--- src/rtl/minimax_mem_responder_if.sv ---
// Bus bundle between the minimax core, the memory responder and the
// single-port SRAM. The responder takes the slave view; the core/SRAM
// side (or a testbench) takes the master view.
interface minimax_mem_responder_if #(
    parameter int PC_BITS = 13
);
    // Core instruction port
    logic [PC_BITS-1:0] inst_addr;
    logic               inst_regce;
    logic [15:0]        inst;
    // Core data port
    logic [31:0]        addr;
    logic [31:0]        wdata;
    logic [3:0]         wmask;
    logic               rreq;
    logic [31:0]        rdata;
    // SRAM port
    logic               sram_en;
    logic [PC_BITS-3:0] sram_addr;
    logic [3:0]         sram_wen;
    logic [31:0]        sram_wdata;
    logic [31:0]        sram_rdata;
    // Exit MMIO status
    logic               exit_valid;
    logic [31:0]        exit_code;

    modport slave (
        input  inst_addr, inst_regce, addr, wdata, wmask, rreq, sram_rdata,
        output inst, rdata, sram_en, sram_addr, sram_wen, sram_wdata,
               exit_valid, exit_code
    );

    modport master (
        output inst_addr, inst_regce, addr, wdata, wmask, rreq, sram_rdata,
        input  inst, rdata, sram_en, sram_addr, sram_wen, sram_wdata,
               exit_valid, exit_code
    );
endinterface

--- src/rtl/minimax_mem_responder.sv ---
// Memory responder for the minimax core: arbitrates store > load > fetch
// onto one single-port SRAM, decodes the exit and cycle-counter MMIO words,
// and returns load data and instruction halfwords to the core.
module minimax_mem_responder #(
    parameter int          PC_BITS    = 13,
    parameter logic [31:0] EXIT_ADDR  = 32'hFFFFFFFC,
    parameter logic [31:0] CYCLE_ADDR = 32'hFFFFFFF8
) (
    input logic                     clk,
    input logic                     reset,
    minimax_mem_responder_if.slave  bus
);
    localparam int AW = PC_BITS - 2;

    logic          store_req;
    logic          load_req;
    logic          in_range;
    logic          fetch;

    logic          fetch_q,      fetch_d;
    logic          half_q,       half_d;
    logic          rd_sram_q,    rd_sram_d;
    logic [31:0]   rd_word_q,    rd_word_d;
    logic [15:0]   inst_q,       inst_d;
    logic [31:0]   cycle_q,      cycle_d;
    logic          exit_valid_q, exit_valid_d;
    logic [31:0]   exit_code_q,  exit_code_d;

    // Byte-lane bits below the word/halfword granularity are not needed.
    logic          unused_addr_bits;
    assign unused_addr_bits = ^{bus.inst_addr[0], bus.addr[1:0]};

    assign store_req = |bus.wmask;
    assign load_req  = bus.rreq && !store_req;
    assign in_range  = (bus.addr[31:PC_BITS] == '0);

    // Single-port arbitration: drive the SRAM from the winning request.
    always_comb begin
        // NOTE: every output gets a default first so no path infers a latch.
        bus.sram_en    = 1'b0;
        bus.sram_wen   = 4'h0;
        bus.sram_addr  = '0;
        bus.sram_wdata = '0;
        fetch          = 1'b0;
        if (!reset) begin
            if (store_req) begin
                if (in_range) begin
                    bus.sram_en    = 1'b1;
                    bus.sram_wen   = bus.wmask;
                    bus.sram_addr  = bus.addr[PC_BITS-1:2];
                    bus.sram_wdata = bus.wdata;
                end
            end else if (load_req) begin
                if (in_range) begin
                    bus.sram_en   = 1'b1;
                    bus.sram_addr = bus.addr[PC_BITS-1:2];
                end
            end else begin
                bus.sram_en   = 1'b1;
                bus.sram_addr = bus.inst_addr[PC_BITS-1:2];
                fetch         = 1'b1;
            end
        end
    end

    // Next-state for read steering, instruction register, counter and exit.
    always_comb begin
        fetch_d      = fetch;
        half_d       = bus.inst_addr[1];
        rd_sram_d    = load_req && in_range;
        rd_word_d    = (load_req && bus.addr == CYCLE_ADDR) ? cycle_q : 32'h0;
        cycle_d      = cycle_q + 32'd1;
        inst_d       = inst_q;
        exit_valid_d = exit_valid_q;
        exit_code_d  = exit_code_q;
        if (bus.inst_regce) begin
            if (!fetch_q)    inst_d = 16'h0000;
            else if (half_q) inst_d = bus.sram_rdata[31:16];
            else             inst_d = bus.sram_rdata[15:0];
        end
        if (store_req && bus.wmask == 4'hF && bus.addr == EXIT_ADDR
            && !exit_valid_q) begin
            exit_valid_d = 1'b1;
            exit_code_d  = bus.wdata;
        end
    end

    // State registers with synchronous reset.
    always_ff @(posedge clk) begin
        // NOTE: non-blocking assignments keep every register sampling the
        // pre-edge values, independent of statement order.
        if (reset) begin
            fetch_q      <= 1'b0;
            half_q       <= 1'b0;
            rd_sram_q    <= 1'b0;
            rd_word_q    <= 32'h0;
            inst_q       <= 16'h0000;
            cycle_q      <= 32'h0;
            exit_valid_q <= 1'b0;
            exit_code_q  <= 32'h0;
        end else begin
            fetch_q      <= fetch_d;
            half_q       <= half_d;
            rd_sram_q    <= rd_sram_d;
            rd_word_q    <= rd_word_d;
            inst_q       <= inst_d;
            cycle_q      <= cycle_d;
            exit_valid_q <= exit_valid_d;
            exit_code_q  <= exit_code_d;
        end
    end

    // Load data arrives with the SRAM's one-cycle latency; an in-flight
    // load is squashed as soon as reset is seen.
    assign bus.rdata      = reset ? 32'h0 : (rd_sram_q ? bus.sram_rdata : rd_word_q);
    assign bus.inst       = inst_q;
    assign bus.exit_valid = exit_valid_q;
    assign bus.exit_code  = exit_code_q;
endmodule

--- src/flat_wrapper.sv ---
// flat-port wrapper written by rule: the top's interface ports become plain ports
module minimax_mem_responder_flat 
#(
    parameter int          PC_BITS    = 13,
    parameter logic [31:0] EXIT_ADDR  = 32'hFFFFFFFC,
    parameter logic [31:0] CYCLE_ADDR = 32'hFFFFFFF8
)
  (clk, reset, bus_inst_addr, bus_inst_regce, bus_addr, bus_wdata, bus_wmask, bus_rreq, bus_sram_rdata, bus_inst, bus_rdata, bus_sram_en, bus_sram_addr, bus_sram_wen, bus_sram_wdata, bus_exit_valid, bus_exit_code);
  minimax_mem_responder_if #(.PC_BITS(PC_BITS)) bus_i ();
  input logic clk;
  input logic reset;
  input wire logic [$bits(bus_i.inst_addr)-1:0] bus_inst_addr;
  input wire logic [$bits(bus_i.inst_regce)-1:0] bus_inst_regce;
  input wire logic [$bits(bus_i.addr)-1:0] bus_addr;
  input wire logic [$bits(bus_i.wdata)-1:0] bus_wdata;
  input wire logic [$bits(bus_i.wmask)-1:0] bus_wmask;
  input wire logic [$bits(bus_i.rreq)-1:0] bus_rreq;
  input wire logic [$bits(bus_i.sram_rdata)-1:0] bus_sram_rdata;
  output wire logic [$bits(bus_i.inst)-1:0] bus_inst;
  output wire logic [$bits(bus_i.rdata)-1:0] bus_rdata;
  output wire logic [$bits(bus_i.sram_en)-1:0] bus_sram_en;
  output wire logic [$bits(bus_i.sram_addr)-1:0] bus_sram_addr;
  output wire logic [$bits(bus_i.sram_wen)-1:0] bus_sram_wen;
  output wire logic [$bits(bus_i.sram_wdata)-1:0] bus_sram_wdata;
  output wire logic [$bits(bus_i.exit_valid)-1:0] bus_exit_valid;
  output wire logic [$bits(bus_i.exit_code)-1:0] bus_exit_code;
  assign bus_i.inst_addr = bus_inst_addr;
  assign bus_i.inst_regce = bus_inst_regce;
  assign bus_i.addr = bus_addr;
  assign bus_i.wdata = bus_wdata;
  assign bus_i.wmask = bus_wmask;
  assign bus_i.rreq = bus_rreq;
  assign bus_i.sram_rdata = bus_sram_rdata;
  assign bus_inst = bus_i.inst;
  assign bus_rdata = bus_i.rdata;
  assign bus_sram_en = bus_i.sram_en;
  assign bus_sram_addr = bus_i.sram_addr;
  assign bus_sram_wen = bus_i.sram_wen;
  assign bus_sram_wdata = bus_i.sram_wdata;
  assign bus_exit_valid = bus_i.exit_valid;
  assign bus_exit_code = bus_i.exit_code;
  minimax_mem_responder #(.PC_BITS(PC_BITS), .EXIT_ADDR(EXIT_ADDR), .CYCLE_ADDR(CYCLE_ADDR)) u_core (.clk(clk), .reset(reset), .bus(bus_i));
endmodule
--- config.mk ---
export PLATFORM = sky130hd
export DESIGN_NAME = minimax_mem_responder_flat
export DESIGN_NICKNAME = d
export VERILOG_FILES = /design/src/rtl/minimax_mem_responder_if.sv /design/src/rtl/minimax_mem_responder.sv /design/src/flat_wrapper.sv
export SDC_FILE = /design/constraint.sdc
export NUM_CORES = 1
export LEC_CHECK = 0
export ABC_AREA = 1
export CORE_MARGIN = 2
export CORE_UTILIZATION = 47
export CTS_BUF_LIST = sky130_fd_sc_hd__clkbuf_8
export DETAILED_ROUTE_END_ITERATION = 10
export GPL_ROUTABILITY_DRIVEN = 0
export PLACE_DENSITY = 0.88
export SLEW_MARGIN = 10
export SYNTH_ARGS = -nofsm -noshare
export SYNTH_HDL_FRONTEND = slang
export SYNTH_SLANG_ARGS = --single-unit
--- constraint.sdc ---
create_clock -name clk -period 2.5 [get_ports clk]
set_clock_uncertainty 0.15 [all_clocks]
set_input_delay 0.375 -clock clk [delete_from_list [all_inputs] [get_ports clk]]
set_output_delay 0.375 -clock clk [all_outputs]
set_load 0.02 [all_outputs]
==> results.toml, run 1 <==
[outcome]
status = "complete, no violations"

[logic_synthesis]
netlist_instances = 904
ys_ff_latch = 116
ys_warn_count = 0
syn_nets = 1022
syn-cell-area_mm2 = 0.00574
yosysSeqAreaShare_pct = 40.5
avgSynthCellArea_um2 = 6.35
yosysUniqueCellTypes = 23

[sta]
fin_ws_ns = 0.0551
maxSlewViolCount = 0
setup_viol = 0
fin_crit_sh_pct = 97.8
finalHoldViolations = 0
period_needed_ns = 2.44
max_freq_mhz = 409
tightestPinTransition_ns = 0.560
setup-tns-final_ns = 0
relSlewSlack_pct = 62.6

[job]
max_cap_violations = 0

[power]
power_mw = 3.95
leakagePower_nw = 4.24
ir_worst_vdd_v = 0.000314
p_per_area_mw_per_mm2 = 443

[placement]
place_inst = 1272
port-buffer-count = 244
dpl.hpwl_um = 13200
place_ws_ns = -0.376

[clocking]
cts_tree = "done"
cts-root-buf = "clkbuf_8"
cts_buffers = 17
clk_pin_slew_ns = 0.07
htree_levels = 4
clock-sinks = 116
clkLatencyLatePin_ns = 0.44
clockBufferDepth = 2

[drt]
routed_wl_um = 18800
wl_per_cell_um = 14.4
vias_per_cell = 5.07
drc_errors = 0
via_count = 6626
first_pass_iters = 5
initialDrtViolationCount = 487
ant_nets = 0

[critical_path]
crit_slowest_cell = "clkdlybuf4s50_1"
worstSetupPathType = "in2out"
path_max_fanout = 8
critPathCaptureType = "primary output"
critPathLaunchType = "primary input"
worstPathRequired_ns = 1.98
cp_slowest_stage_delay_ns = 0.42
critical_path.cell_chain = "clkdlybuf4s50_1 -> nor2_1 -> nand2_1 -> nor3_4 -> nand2_4 -> clkbuf_16 -> nor3b_2 -> buf_2"
reg2reg_depth = 8
worstPathArrival_ns = 1.92

[floorplanning]
core_mm2 = 0.0120
die_area_mm2 = 0.0131
start_util_pct = 48.0
fp-row-count = 40
ios = 246
dieWidth_um = 115
fp.dieH_um = 115

[cells_and_area]
syn_to_final_growth_pct = 55.4
fillers = 890
fin_cells = 1306
drive_above_1_share_pct = 12.4
nets = 1265
diodes = 0

[hold_path]
hp-class = "reg2reg"
min_path_cells = 2

[grt]
grt_util_all_layers_pct = 27.1
antenna_found_initial = 0
grt_first_pass_wirelength_um = 28100
grt-ovfl-total = 0
grt_max_degree = 66
grt_pass1_vias = 5905
synthesized netlist by cell type:
cell      count  area (um2)
a21oi_1      88         440
and2_1        1        6.26
and3_1        1        6.26
buf_1         3        11.3
buf_2        10        50.1
buf_6         2        22.5
clkbuf_1     30         113
dfxtp_1     116        2320
ha_1          1        12.5
inv_1       114         428
inv_2         2        7.51
nand2_1     213         800
nand3_1      18        90.1
nand3b_1     11        82.6
nand4_1       5        31.3
nor2_1      185         694
nor2_2        2        12.5
nor2_4        1        11.3
nor3_1        5        25.0
nor3b_1      33         248
o21a_1        1        7.51
o21ai_0      60         300
xor2_1        2        17.5
final cells by class:
class / count / area, um2 / share of cell area, %
clock inverter: 12 / 133 / 1.49
sequential: 116 / 2320 / 26.0
tap: 147 / 184 / 2.06
inverter: 116 / 438 / 4.91
clock buffer: 19 / 262 / 2.93
timing repair buffer: 269 / 2610 / 29.3
multi-input combinational: 627 / 2970 / 33.3
path summary, 6_finish.rpt:
check,to,start,slack (ns)
setup / recovery,bus_sram_wdata[26],bus_addr[30],0.06
hold / removal,u_core.rd_word_q[1],u_core.cycle_q[1],0.30
setup reg to reg,u_core.cycle_q[22],u_core.cycle_q[0],0.72
hold reg to reg,u_core.rd_word_q[1],u_core.cycle_q[1],0.30
worst max-delay path, delay by kind of cell:
family,cells,cell delay [ns]
buffers and inverters,3,0.82
AND/OR/NAND/NOR,5,0.72
power by group:
part | switching (mW) | internal [mW] | total (mW)
Combinational | 0.150 | 0.211 | 0.361
Sequential | 0.00395 | 1.85 | 1.86
Clock | 0.802 | 0.933 | 1.74
registers in the layout (all words and copies together) (netlist names):
signal / flops
u_core.half_q: 1
u_core.cycle_q: 32
u_core.rd_sram_q: 1
u_core.bus.exit_code: 32
u_core.bus.exit_valid: 1
u_core.bus.inst: 16
u_core.fetch_q: 1
u_core.rd_word_q: 32
metrics by stage:
step / area [um2] / hold WS, ns / util [%]
finish: 8920 / 0.296 / 74.6
global route: 8920 / 0.315 / 74.6
CTS: 8670 / 0.297 / 72.5
detailed placement: 8430 / 0.289 / 70.5
global placement: 8430 / 0.276 / 70.5
floorplan: 5740 / 0.267 / -
layer usage:
| metal | routed length [um] | share of wire (%) | track usage, % |
|---|---|---|---|
| met1 | 7550 | 40 | 31.6 |
| met5 | 0 | 0 | 0 |
| met2 | 9260 | 49 | 46.7 |
| met3 | 1550 | 8.2 | 7.78 |
| met4 | 483 | 2.6 | 10.9 |
placed cells by master (no fill, tap or decap), drive strengths merged:
cell type / netlist / routed
bufinv: 0 / 2
a21oi: 88 / 88
clkinvlp: 0 / 2
dlymetal6s2s: 0 / 27
nor3b: 33 / 33
xor2: 2 / 2
clkbuf: 30 / 22
buf: 15 / 70
nor3: 5 / 5
nor2: 188 / 188
nand3: 18 / 18
and2: 1 / 1
nand3b: 11 / 11
clkinv: 0 / 6
nand4: 5 / 5
inv: 116 / 118
o21ai: 60 / 60
ha: 1 / 1
dlygate4sd2: 0 / 11
and3: 1 / 1
o21a: 1 / 1
nand2: 213 / 213
clkdlybuf4s50: 0 / 158
dfxtp: 116 / 116
cells by family after synthesis:
kind of cell	after synthesis	synth area share, %
compound gates	149	13.0
simple gates	475	35.0
xor+xnor	2	0.305
flops	116	40.5
fa+ha+maj	1	0.218
buf+inv	161	11.0
timing repair:
item,4_1_cts,5_1_grt
hold buffers,0,0
pin swaps,0,9
gates cloned,0,3
setup buffers,0,0
endpoints found under the hold margin,0,0
resized for setup,219,97
endpoints found under the setup margin,59,69
Power figures use the tool's default switching activity.
==> run 2, diff against run 1 <==
CAP_MARGIN = 25   (was unset)
==> results of run 2 <==
The final DEF is identical to that of run 1; final timing and power are the same.
